[src/rtl/uart_rx.sv]
// 8N1 serial receiver: start-edge resync, mid-bit sampling,
// one-cycle valid/frame_err pulses.
module uart_rx #(
  parameter int bitwidth = 8,
  parameter int divisor  = 32
) (
  input  logic                clk,
  input  logic                rst,
  input  logic                rxi,
  output logic [bitwidth-1:0] data,
  output logic                valid,
  output logic                frame_err,
  output logic                busy
);

  localparam int CW = $clog2(divisor);
  localparam int NW = $clog2(bitwidth + 1);
  localparam logic [CW-1:0] HALF = CW'(divisor / 2 - 1);
  localparam logic [CW-1:0] LAST = CW'(divisor - 1);
  localparam logic [NW-1:0] NLAST = NW'(bitwidth - 1);

  typedef enum logic [2:0] {
    IDLE,
    START,
    DATA,
    STOP,
    WAITHI
  } state_t;

  state_t              state_q, state_d;
  logic [CW-1:0]       cnt_q, cnt_d;
  logic [NW-1:0]       nbit_q, nbit_d;
  logic [bitwidth-1:0] sh_q, sh_d;
  logic [bitwidth-1:0] data_d;
  logic                valid_d;
  logic                ferr_d;
  logic                s1, rx_s;

  always_ff @(posedge clk or negedge rst) begin
    if (!rst) begin
      s1   <= 1'b1;
      rx_s <= 1'b1;
    end else begin
      s1   <= rxi;
      rx_s <= s1;
    end
  end

  always_ff @(posedge clk or negedge rst) begin
    if (!rst) begin
      state_q   <= IDLE;
      cnt_q     <= '0;
      nbit_q    <= '0;
      sh_q      <= '0;
      data      <= '0;
      valid     <= 1'b0;
      frame_err <= 1'b0;
    end else begin
      state_q   <= state_d;
      cnt_q     <= cnt_d;
      nbit_q    <= nbit_d;
      sh_q      <= sh_d;
      data      <= data_d;
      valid     <= valid_d;
      frame_err <= ferr_d;
    end
  end

  always_comb begin
    state_d = state_q;
    cnt_d   = cnt_q;
    nbit_d  = nbit_q;
    sh_d    = sh_q;
    data_d  = data;
    valid_d = 1'b0;
    ferr_d  = 1'b0;
    unique case (state_q)
      IDLE: begin
        if (!rx_s) begin
          state_d = START;
          cnt_d   = '0;
        end
      end
      START: begin
        if (cnt_q == HALF) begin
          cnt_d  = '0;
          nbit_d = '0;
          state_d = rx_s ? IDLE : DATA;
        end else begin
          cnt_d = cnt_q + 1'b1;
        end
      end
      DATA: begin
        if (cnt_q == LAST) begin
          sh_d   = {rx_s, sh_q[bitwidth-1:1]};
          cnt_d  = '0;
          nbit_d = nbit_q + 1'b1;
          if (nbit_q == NLAST) state_d = STOP;
        end else begin
          cnt_d = cnt_q + 1'b1;
        end
      end
      STOP: begin
        if (cnt_q == LAST) begin
          cnt_d = '0;
          // leave at mid-stop so a back-to-back start edge is not missed
          if (rx_s) begin
            data_d  = sh_q;
            valid_d = 1'b1;
            state_d = IDLE;
          end else begin
            ferr_d  = 1'b1;
            state_d = WAITHI;
          end
        end else begin
          cnt_d = cnt_q + 1'b1;
        end
      end
      WAITHI: begin
        if (rx_s) state_d = IDLE;
      end
      default: state_d = IDLE;
    endcase
  end

  assign busy = (state_q != IDLE);

endmodule

[config.mk]
export PLATFORM = sky130hd
export DESIGN_NAME = uart_rx
export DESIGN_NICKNAME = d
export VERILOG_FILES = /design/src/rtl/uart_rx.sv
export SDC_FILE = /design/constraint.sdc
export NUM_CORES = 1
export LEC_CHECK = 0
export BUFFER_PORTS_ARGS = -buffer_cell sky130_fd_sc_hd__buf_4
export CAP_MARGIN = 5
export CORE_AREA = 3 3 53 55
export CTS_CLUSTER_DIAMETER = 40
export CTS_CLUSTER_SIZE = 40
export DETAILED_ROUTE_END_ITERATION = 8
export DIE_AREA = 0 0 56 58
export GPL_ROUTABILITY_DRIVEN = 0
export PLACE_DENSITY = 0.8
export SLEW_MARGIN = 10
export SYNTH_ARGS = -nofsm -noshare
export SYNTH_HDL_FRONTEND = slang
export SYNTH_SLANG_ARGS = --single-unit
[constraint.sdc]
create_clock -name clk -period 5.14 [get_ports clk]
set_clock_uncertainty 0.2 [all_clocks]
set_input_delay 0.257 -clock clk [delete_from_list [all_inputs] [get_ports clk]]
set_output_delay 0.257 -clock clk [all_outputs]
set_load 0.03 [all_outputs]
Yosys cells after proc, flatten, opt, wreduce, memory -nomap -nowiden
Index checks and enable logic that the tools add are counted.

storage, ports and cells
  bits in registers = 32
  output and inout port bits = 11

cells by class
  add/sub/neg operators = 2
  equality and inequality tests = 13
  mux-type cells = 22
  reduce and logical (&&, ||, !) cells = 10

operators with widths
  operator                                             count
  2-to-1 mux 3 bit                                     7
  2-to-1 mux 5 bit                                     3
  one-hot mux 3 bit (5 select lines)                   1
  one-hot mux 5 bit (3 select lines)                   1
  != test 2 bit, second input constant                 6
  2-to-1 mux 4 bit                                     2
  one-hot mux 4 bit (2 select lines)                   1
  equality test 3 x 2 -> 1 bit, second input constant  2
  2-to-1 mux 1 bit                                     6
  AND reduction 3 bit                                  2
  AND reduction 6 bit                                  1
  nonzero test 3 bit                                   2
  adder 5 x 1 -> 5 bit, second input constant          1
  equality test 5 x 4 -> 1 bit, second input constant  1
  equality test 5 bit, second input constant           1
  adder 4 x 1 -> 4 bit, second input constant          1
  equality test 4 x 3 -> 1 bit, second input constant  1
  AND reduction 2 bit                                  2
  equality test 3 x 1 -> 1 bit, second input constant  1
  equality test 3 bit, second input constant           1
  zero test 3 bit                                      1
  2-to-1 mux 2 bit                                     1
  nonzero test 2 bit                                   1
  OR reduction 2 bit                                   1

Logic depth before layout (Yosys ltp)
Gate-level depths: netlist of the first run.

  depth after elaboration = 4
  gate-level depth with buffers = 7
  gate-level depth less buffers = 7

Worst setup path after synthesis of the first run
No wires, ideal clock.

  path type = flip-flop to flip-flop
  start point = reg cnt_q[0]
  end point = reg data[0]
  setup time = 0.125 ns
  arrival time = 1.775 ns
  data required time = 4.815 ns
  setup slack = 3.040 ns
  stages on the path, launching flop included = 8
  cells stage by stage = dfrtp_1 ha_1 and3_1 ha_1 nand4b_1 or2_1 buf_6 mux2_4

between the ends
  cells in the longest elaborated chain, start to end = 2

ends and longest elaborated chain
  item                                  line  source
  start, declared                       31    logic [CW-1:0] cnt_q, cnt_d;
  start signal, assigned                60    cnt_q <= cnt_d;
  equality test 5 bit                   104   if (cnt_q == LAST) begin
  AND reduction 3 bit (no source line)  n/a
  end signal, assigned                  63    data <= data_d;
  end, declared                         10    output logic [bitwidth-1:0] data,

Every way passes these cells.
A chain may end at the register's enable or synchronous reset.

Worst setup path after layout of the first run
  start point = reg cnt_q[0]
  end point = reg data[1]

The elaborated chain is that of the path after synthesis.

==> results of run 1 <==
kinds of logic after synthesis:
logic type / Yosys count
DFF: 32
and+or+nand+nor: 31
AOI/OAI and AO/OA: 18
muxes: 17
buffers and inverters: 16
adders and majority gates: 5
power by group through the flow:
stage	logic, mW	registers (mW)	clock network, mW
4_1_cts	0.0534	0.284	0.192
2_1_floorplan	0.0398	0.283	0
3_3_place_gp	0.0490	0.288	0
6_report	0.0531	0.284	0.188
5_1_grt	0.0605	0.288	0.203
3_5_place_dp	0.0514	0.289	0
through the flow:
stage	instance area, um^2	util (%)	power (mW)	setup WS (ns)	cells
floorplan	1458	-	0.3232	3.040	119
global placement	1563	64.25	0.3368	2.775	157
detailed placement	1563	64.25	0.3406	2.717	157
CTS	1659	68.21	0.5293	2.687	167
global route	1659	68.21	0.5510	2.498	167
finish	1659	68.21	0.5250	2.688	167
cells in the final DEF, fill, tap and decap left out, types with 3 or more instances in the layout:
cell type / n
a21oi_1: 5
buf_4: 13
clkbuf_4: 5
dfrtp_1: 30
ha_1: 5
inv_1: 11
mux2_2: 8
mux2_4: 8
nand2_1: 4
nand3_1: 4
nand3b_1: 3
nor2_1: 5
o211ai_1: 3
o21ai_0: 4
final timing paths:
path	from	endpoint	slack [ns]
min in group asynchronous	rst	cnt_q[4]	0.18
worst max-delay path	cnt_q[0]	data[1]	2.69
max in group asynchronous	rst	rx_s	4.23
worst max register to register	cnt_q[0]	data[1]	2.69
worst min register to register	s1	rx_s	0.17
worst min-delay path	s1	rx_s	0.17
layout make-up:
class | count | area share, %
Tap cell | 30 | 2.262
Inverter | 11 | 2.489
Timing Repair Buffer | 15 | 7.089
Clock buffer | 6 | 2.489
Clock inverter | 2 | 2.112
Sequential cell | 32 | 48.42
Multi-Input combinational cell | 71 | 35.14
routing by layer:
| metal | vias to the layer above | share of wire [%] | GRT usage (%) |
|---|---|---|---|
| li1 | 452 | - | - |
| met1 | 466 | 45 | 21.91 |
| met2 | 15 | 49 | 28.21 |
| met3 | 7 | 4.0 | 6.682 |
| met4 | 0 | 1.7 | 7.119 |
| met5 | - | 0 | 0 |
registers in the layout (all words and copies together), names as in the netlist:
register	count
nbit_q	4
valid	1
rx_s	1
cnt_q	5
sh_q	8
frame_err	1
s1	1
data	8
state_q	3
timing repair:
action,in CTS,in global routing
hold endpoints to repair,33,0
endpoints found under the setup margin,0,0
hold buffers,2,0
worst max-delay path, cell delays in order (launching register included):
cell and delay (ns):
dfrtp_1 0.42, ha_1 0.23, and3_1 0.22, ha_1 0.27, nand4b_1 0.16, or2_1 0.47, mux2_4 0.35
==> results.sh, run 1 <==
export IMPL_io_pin_count=14
export IMPL_worstPathMaxFanout=9
export IMPL_syn_avg_cell_area_um2=12.25
export IMPL_drt_first_iter_violations=22
export IMPL_cts_tree="built"
export IMPL_post_route_period_util_pct=47.70
export IMPL_post_cts_resized=0
export IMPL_period_needed_ns=2.452
export IMPL_crit_required_ns=5.15
export IMPL_netlist_area_um2=1458
export IMPL_ir_drop_v=0.0002197
export IMPL_grt_antenna_before_repair=0
export IMPL_final_net_count=144
export IMPL_synth_most_common_cell="dfrtp_1"
export IMPL_syn_nets=127
export IMPL_die_x_um=56
export IMPL_core_area_um2=2432
export IMPL_powerDensity_nw_per_um2=316.4
export IMPL_finalHoldViolations=0
export IMPL_setup_tns_final_ns=0
export IMPL_fin_hold_ws_ns=0.1686
export IMPL_max_freq_mhz=407.9
export IMPL_ys_ff_latch=32
export IMPL_ys_warn_count=0
export IMPL_outcome="finished clean"
export IMPL_tightest_slew_ns=0.7970
export IMPL_dieHeight_um=58
export IMPL_p_int_mw=0.3942
export IMPL_routed_wl_mm=2.510
export IMPL_power_switching_mw=0.1308
export IMPL_first_global_vias=895
export IMPL_ant_nets=0
export IMPL_cts_root_buf="clkbuf_4"
export IMPL_initial_core_util_pct=59.93
export IMPL_via_per_inst=5.629
export IMPL_synth_fa_ha_area_share_pct=4.292
export IMPL_synth_compound_area_share_pct=7.897
export IMPL_worstHoldPathType="flip-flop to flip-flop"
export IMPL_drive_gt1_share_pct=27.74
export IMPL_synth_edf_count=0
export IMPL_ys_types=34
export IMPL_synth_area_leaders="dfrtp_1, mux2_4, mux2_2"
export IMPL_grt_start_max_net_pins=33
export IMPL_synth_area_leader_cell="dfrtp_1"
export IMPL_antennaDiodeCount=0
export IMPL_finalSetupViolations=0
export IMPL_synth_top_area_share_pct=51.50
export IMPL_r2r_cells=6
export IMPL_io_buffers=13
export IMPL_cap_violations=0
export IMPL_slew_headroom_pct=46.12
export IMPL_detailed_place_hpwl_mm=1.713
export IMPL_arrival_ns=2.47
export IMPL_drtPass1Iterations=4
export IMPL_path_clk_slew_ns=0.10
export IMPL_clkPwrFrac_pct=35.8
export IMPL_overflow=0
export IMPL_synthArstFlopShare_pct=100.0
export IMPL_rows=18
export IMPL_synthCells=119
export IMPL_synthSimpleGateAreaFrac_pct=12.70
export IMPL_p_leak_nw=0.8199
export IMPL_dieArea_um2=3248
export IMPL_synthToLayoutAreaGrowth_pct=13.82
export IMPL_synth_area_mux_share_pct=15.11
export IMPL_clock_path_buffers=2
export IMPL_rsz0062_at_grt="no"
export IMPL_hold_path_depth=0
export IMPL_synth_common_cells="dfrtp_1, inv_1, mux2_2, mux2_4"
export IMPL_num_vias=940
export IMPL_switching_share_pct=24.92
export IMPL_synth_xor_area_share_pct=0
export IMPL_synth_top_family_by_area="multiplexers"
export IMPL_grt_usage_pct=17.69
export IMPL_grt_pass1_wl_mm=4.236
export IMPL_seqCellArea_um2=803.3
export IMPL_drv_slew=0
export IMPL_nFillCells=182
export IMPL_combPwrFrac_pct=10.1
export IMPL_route_detailed_drc=0
export IMPL_cts_buffers=5
export IMPL_endpoint_kind="flip-flop"
export IMPL_start_kind="flip-flop"
export IMPL_worstSkewPairLatency_ns=0.33
export IMPL_synth_ff_type="dfrtp_1"
export IMPL_htree_levels=2
export IMPL_postCtsSetupBuffers=0
export IMPL_path_class="flip-flop to flip-flop"
export IMPL_seq_area_frac_synth_pct=55.11
export IMPL_routedWlPerCell_um=15.03
export IMPL_clock_sinks=32
export IMPL_pwr_share_seq_pct=54.1
export IMPL_multi_input_area_um2=583.1
Note: power is estimated with default switching activity, not from simulation.
==> inputs of run 2 (changes only) <==
--- a/config.mk
+++ b/config.mk
@@ -7,13 +7,13 @@
 export LEC_CHECK = 0
 export BUFFER_PORTS_ARGS = -buffer_cell sky130_fd_sc_hd__buf_4
 export CAP_MARGIN = 5
-export CORE_AREA = 3 3 53 55
+export CORE_AREA = 3 3 55 57
 export CTS_CLUSTER_DIAMETER = 40
 export CTS_CLUSTER_SIZE = 40
 export DETAILED_ROUTE_END_ITERATION = 8
-export DIE_AREA = 0 0 56 58
+export DIE_AREA = 0 0 58 60
 export GPL_ROUTABILITY_DRIVEN = 0
-export PLACE_DENSITY = 0.8
+export PLACE_DENSITY = 0.75
 export SLEW_MARGIN = 10
 export SYNTH_ARGS = -nofsm -noshare
 export SYNTH_HDL_FRONTEND = slang
==> constraint.sdc (replaced) <==
create_clock -name clk -period 2.4 [get_ports clk]
set_clock_uncertainty 0.2 [all_clocks]
set_input_delay 0.12 -clock clk [delete_from_list [all_inputs] [get_ports clk]]
set_output_delay 0.12 -clock clk [all_outputs]
set_load 0.03 [all_outputs]
==> results.sh, run 2 (synthesized netlist as in run 1, its figures left out) <==
export IMPL_outcome="finished clean"
export IMPL_worst_path_dominant_cell_family="adder cells"
export IMPL_start_kind="flip-flop"
export IMPL_worstSkewPairLatency_ns=0.34
export IMPL_final_net_count=150
export IMPL_worstPathMaxFanout=11
export IMPL_slew_headroom_pct=67.54
export IMPL_drive_gt1_share_pct=31.47
export IMPL_switching_share_pct=25.63
export IMPL_power_switching_mw=0.2917
export IMPL_drt_first_iter_violations=10
export IMPL_multi_input_area_um2=583.1
export IMPL_core_area_um2=2522
export IMPL_endpoint_kind="flip-flop"
export IMPL_clkPwrFrac_pct=36.0
export IMPL_grt_pass1_wl_mm=4.360
export IMPL_rsz0062_at_grt="no"
export IMPL_overflow=0
export IMPL_route_detailed_drc=0
export IMPL_die_x_um=58
export IMPL_cts_buffers=5
export IMPL_synthToLayoutAreaGrowth_pct=17.17
export IMPL_drtPass1Iterations=4
export IMPL_nFillCells=194
export IMPL_grt_usage_pct=17.16
export IMPL_grt_start_max_net_pins=33
export IMPL_layout_common_cells="dfrtp_1, buf_4, inv_1"
export IMPL_p_leak_nw=0.8482
export IMPL_finalSetupViolations=0
export IMPL_total_power_mw=1.138
export IMPL_tightest_slew_ns=0.4859
export IMPL_postCtsSetupBuffers=0
export IMPL_seqCellArea_um2=803.3
export IMPL_dieArea_um2=3480
export IMPL_largestRegisters="data (8), sh_q (8), cnt_q (5)"
export IMPL_dp_slack_ns=0.2229
export IMPL_rows=18
export IMPL_p_int_mw=0.8461
export IMPL_ir_drop_v=0.0006481
export IMPL_layout_setup_ws_ns=0.2101
export IMPL_period_needed_ns=2.190
export IMPL_post_route_period_util_pct=91.25
export IMPL_path_class="flip-flop to flip-flop"
export IMPL_crit_slowest_cell="dfrtp_1"
export IMPL_layout_commonest_cell="dfrtp_1"
export IMPL_worstHoldPathType="input pin to async pin"
export IMPL_critPathMaxStageDelay_ns=0.42
export IMPL_combPwrFrac_pct=10.3
export IMPL_dieHeight_um=60
export IMPL_detailed_place_hpwl_mm=1.754
export IMPL_ant_nets=0
export IMPL_setup_tns_final_ns=0
export IMPL_cp_num_buf_inv=2
export IMPL_num_vias=925
export IMPL_clock_path_buffers=2
export IMPL_drv_slew=0
export IMPL_cap_violations=0
export IMPL_cts_root_buf="clkbuf_4"
export IMPL_io_pin_count=14
export IMPL_initial_core_util_pct=57.79
export IMPL_io_buffers=13
export IMPL_powerDensity_nw_per_um2=666.2
export IMPL_max_freq_mhz=456.6
export IMPL_via_per_inst=5.347
export IMPL_finalHoldViolations=0
export IMPL_grt_antenna_before_repair=0
export IMPL_routedWlPerCell_um=14.91
export IMPL_pwr_share_seq_pct=53.7
export IMPL_cts_tree="built"
export IMPL_worstPathCellList="ha_1, and3_1, ha_1, buf_4, nand4bb_1, buf_4, mux2_2"
export IMPL_path_clk_slew_ns=0.11
export IMPL_first_global_vias=967
export IMPL_htree_levels=2
export IMPL_antennaDiodeCount=0
export IMPL_clock_sinks=32
export IMPL_crit_required_ns=2.42
export IMPL_routed_wl_mm=2.580
export IMPL_arrival_ns=2.21
run 2: changes by cell type in the layout (fill, tap and decap cells not counted), sizes merged:
cell      previous run  this run
clkinvlp             0         1
clkbuf               6         5
buf                 13        19
run 2: final timing paths:
check	from	end	slack (ns)	depth (start not counted)
max reg2reg	cnt_q[0]	sh_q[4]	0.21	7
max	cnt_q[0]	sh_q[4]	0.21	7
min	rst	data[0]	0.03	2
min in group clk	s1	rx_s	0.16	0
max in group asynchronous	rst	s1	1.63	2
min reg2reg	s1	rx_s	0.16	0
run 2: worst reg2reg max path, delay by kind of cell, from the launching register on:
family / cells / cell delay [ns]
buffers and inverters: 2 / 0.36
and+or+nand+nor: 2 / 0.31
adders and majority gates: 2 / 0.44
muxes: 1 / 0.36
DFF: 1 / 0.42
run 2: area by class of cell:
type                       count  area share [%]
sequential                    32           47.03
clock inverter                 3           2.491
tap                           30           2.198
timing repair buffer          21           9.524
clock buffer                   5           2.198
multi-input combinational     71           34.14
inverter                      11           2.418
run 2: power by group through the flow:
stage | Sequential (mW) | Clock (mW) | Combinational (mW)
floorplan | 0.607 | 0 | 0.0852
global placement | 0.617 | 0 | 0.108
detailed placement | 0.622 | 0 | 0.118
CTS | 0.611 | 0.423 | 0.121
global route | 0.619 | 0.449 | 0.137
finish | 0.611 | 0.409 | 0.118
run 2: timing repair:
action / CTS / global route
hold buffers: 2 / 0
endpoints found under the hold margin: 33 / 0
gates resized for setup: 0 / 0
run 2: through the flow:
step	cells	instance area [um^2]	utilization [%]	hold WS [ns]
5_1_grt	173	1708	67.71	0.05227
2_1_floorplan	119	1458	-	-0.3756
3_3_place_gp	163	1608	63.74	-0.1272
4_1_cts	173	1708	67.71	0.03510
3_5_place_dp	163	1608	63.74	-0.1218
6_report	173	1708	67.71	0.03183
run 2: layer usage:
metal | track usage [%] | routed length (um) | vias to the layer above
met5 | 0 | 0 | -
met4 | 7.947 | 51 | 0
met3 | 5.400 | 88 | 6
met2 | 28.06 | 1223 | 12
met1 | 20.69 | 1217 | 437
li1 | - | - | 470
==> inputs of run 3 (changes only) <==
==> config.mk (replaced) <==
export PLATFORM = sky130hd
export DESIGN_NAME = uart_rx
export DESIGN_NICKNAME = d
export VERILOG_FILES = /design/src/rtl/uart_rx.sv
export SDC_FILE = /design/constraint.sdc
export NUM_CORES = 1
export LEC_CHECK = 0
export BUFFER_PORTS_ARGS = -buffer_cell sky130_fd_sc_hd__buf_2
export CAP_MARGIN = 5
export CORE_AREA = 3 3 74 76
export CTS_CLUSTER_DIAMETER = 40
export CTS_CLUSTER_SIZE = 40
export DETAILED_ROUTE_END_ITERATION = 8
export DIE_AREA = 0 0 77 79
export GPL_ROUTABILITY_DRIVEN = 0
export RECOVER_POWER = 25
export SLEW_MARGIN = 10
export SYNTH_ARGS = -nofsm -noshare
export SYNTH_HDL_FRONTEND = slang
export SYNTH_SLANG_ARGS = --single-unit
==> results.sh, run 3 (synthesized netlist as in run 1, its figures left out) <==
export IMPL_die_x_um=77
export IMPL_initial_core_util_pct=30.46
export IMPL_period_needed_ns=2.227
export IMPL_arrival_ns=2.19
export IMPL_routedWlPerCell_um=11.92
export IMPL_fin_util_pct=36.18
export IMPL_nFillCells=492
export IMPL_tightest_slew_ns=1.645
export IMPL_worstHoldPathType="flip-flop to flip-flop"
export IMPL_htree_levels=2
export IMPL_drive_gt1_share_pct=27.66
export IMPL_antennaDiodeCount=0
export IMPL_detailed_place_hpwl_mm=1.748
export IMPL_critPathMaxStageDelay_ns=0.44
export IMPL_drv_slew=33
export IMPL_worstPathMaxFanout=9
export IMPL_p_leak_nw=0.8301
export IMPL_worstPathCellList="ha_1, and3_1, ha_1, nand4b_1, or2_2, mux2_4"
export IMPL_cts_root_buf="clkbuf_8"
export IMPL_ir_drop_v=0.0003203
export IMPL_regToRegSetupSlack_ns=0.17
export IMPL_r2r_cells=6
export IMPL_crit_slowest_cell="or2_2"
export IMPL_start_kind="flip-flop"
export IMPL_finalHoldViolations=0
export IMPL_path_class="flip-flop to flip-flop"
export IMPL_cts_tree="built"
export IMPL_drt_first_iter_violations=23
export IMPL_routed_wl_mm=2.480
export IMPL_largestRegisters="data (8), sh_q (8), cnt_q (5)"
export IMPL_max_freq_mhz=449.0
export IMPL_setup_tns_final_ns=0
export IMPL_core_area_um2=4786
export IMPL_synthToLayoutAreaGrowth_pct=18.80
export IMPL_total_power_mw=1.231
export IMPL_rsz0062_at_grt="no"
export IMPL_finalSetupViolations=0
export IMPL_path_clk_slew_ns=0.07
export IMPL_worstSkewPairLatency_ns=0.28
export IMPL_cap_violations=1
export IMPL_io_buffers=13
export IMPL_final_net_count=148
export IMPL_slew_headroom_pct=-9.688
export IMPL_io_pin_count=14
export IMPL_crit_required_ns=2.36
export IMPL_violations="max-capacitance violations, max-slew violations"
export IMPL_drtPass1Iterations=4
export IMPL_post_route_period_util_pct=92.81
export IMPL_num_vias=931
export IMPL_grt_start_max_net_pins=33
export IMPL_ant_nets=0
export IMPL_first_global_vias=942
export IMPL_clock_path_buffers=2
export IMPL_grt_antenna_before_repair=0
export IMPL_endpoint_kind="flip-flop"
export IMPL_crit_end="data[2]"
export IMPL_powerDensity_nw_per_um2=710.6
export IMPL_layout_commonest_cell="dfrtp_1"
export IMPL_dieHeight_um=79
export IMPL_rows=25
export IMPL_crit_start="cnt_q[0]"
export IMPL_route_detailed_drc=0
export IMPL_grt_usage_pct=9.069
export IMPL_worst_path_dominant_cell_family="simple AND/OR/NAND/NOR gates"
export IMPL_clock_sinks=32
export IMPL_grt_pass1_wl_mm=4.360
export IMPL_worstReg2RegEnd="data[2]"
export IMPL_cp_num_buf_inv=0
export IMPL_dieArea_um2=6083
export IMPL_via_per_inst=4.476
export IMPL_cts_buffers=5
export IMPL_outcome="finished with violations"
export IMPL_r2r_start="cnt_q[0]"
export IMPL_crit_cells=6
export IMPL_layout_common_cells="dfrtp_1, inv_1, mux2_4, mux2_2, buf_2"
export IMPL_cp_common_cell="ha_1"
export IMPL_overflow=0
-- run 3: cell count changes in the layout (fill, tap and decap cells not counted), moves of 5 or more --
cell	change
buf_2	+8
clkbuf_1	+5
buf_4	-15
clkbuf_4	-5
clkbuf_8	+5
-- run 3: worst reg2reg max path: cells and delay by family (launching register included) --
| kind | cells | cell delay [ns] |
|---|---|---|
| fa+ha+maj | 2 | 0.39 |
| simple gates | 3 | 0.79 |
| mux | 1 | 0.34 |
| flops | 1 | 0.40 |
-- run 3: what timing repair did --
| action | CTS | global route |
|---|---|---|
| setup endpoints to repair | 0 | 8 |
| buffers inserted | 0 | 0 |
| hold buffers | 2 | 0 |
| hold endpoints to repair | 31 | 0 |
| gates resized for setup | 0 | 1 |
-- run 3: power by group --
part	switching, mW	internal (mW)
Clock	0.202	0.307
Sequential	0.0372	0.574
Combinational	0.0591	0.0517
Total	0.298	0.932
-- run 3: per-layer routing --
metal	routed length, um	vias up	track usage (%)
li1	-	461	-
met3	113	7	3.175
met5	0	-	0
met2	1181	16	14.90
met4	46	0	4.270
met1	1139	447	10.66
-- run 3: metrics by stage --
step,instances,cell area [um^2],setup slack (ns),hold slack (ns)
2_1_floorplan,119,1458,0.2996,-0.3756
3_3_place_gp,198,1607,0.1744,-0.006834
3_5_place_dp,198,1607,0.08446,0.004869
4_1_cts,208,1738,0.07909,0.1569
5_1_grt,208,1732,0.02783,0.1645
6_report,208,1732,0.1727,0.1575
-- run 3: cell type report --
class | instances | area, um^2 | share of cell area (%)
clock inverter | 3 | 42.54 | 2.457
inverter | 11 | 41.29 | 2.384
clock buffer | 5 | 68.82 | 3.974
sequential | 32 | 803.3 | 46.39
tap | 67 | 83.83 | 4.841
multi-input combinational | 71 | 583.1 | 33.67
timing repair buffer | 19 | 108.9 | 6.286
-- run 3: how the worst min path moves through the flow --
stage          start       end  cells past startpoint
2_1_floorplan    rst  cnt_q[0]                      0
3_3_place_gp     rst   data[0]                      1
3_5_place_dp     rst   data[2]                      1
4_1_cts           s1      rx_s                      0
5_1_grt           s1      rx_s                      0
6_report          s1      rx_s                      0
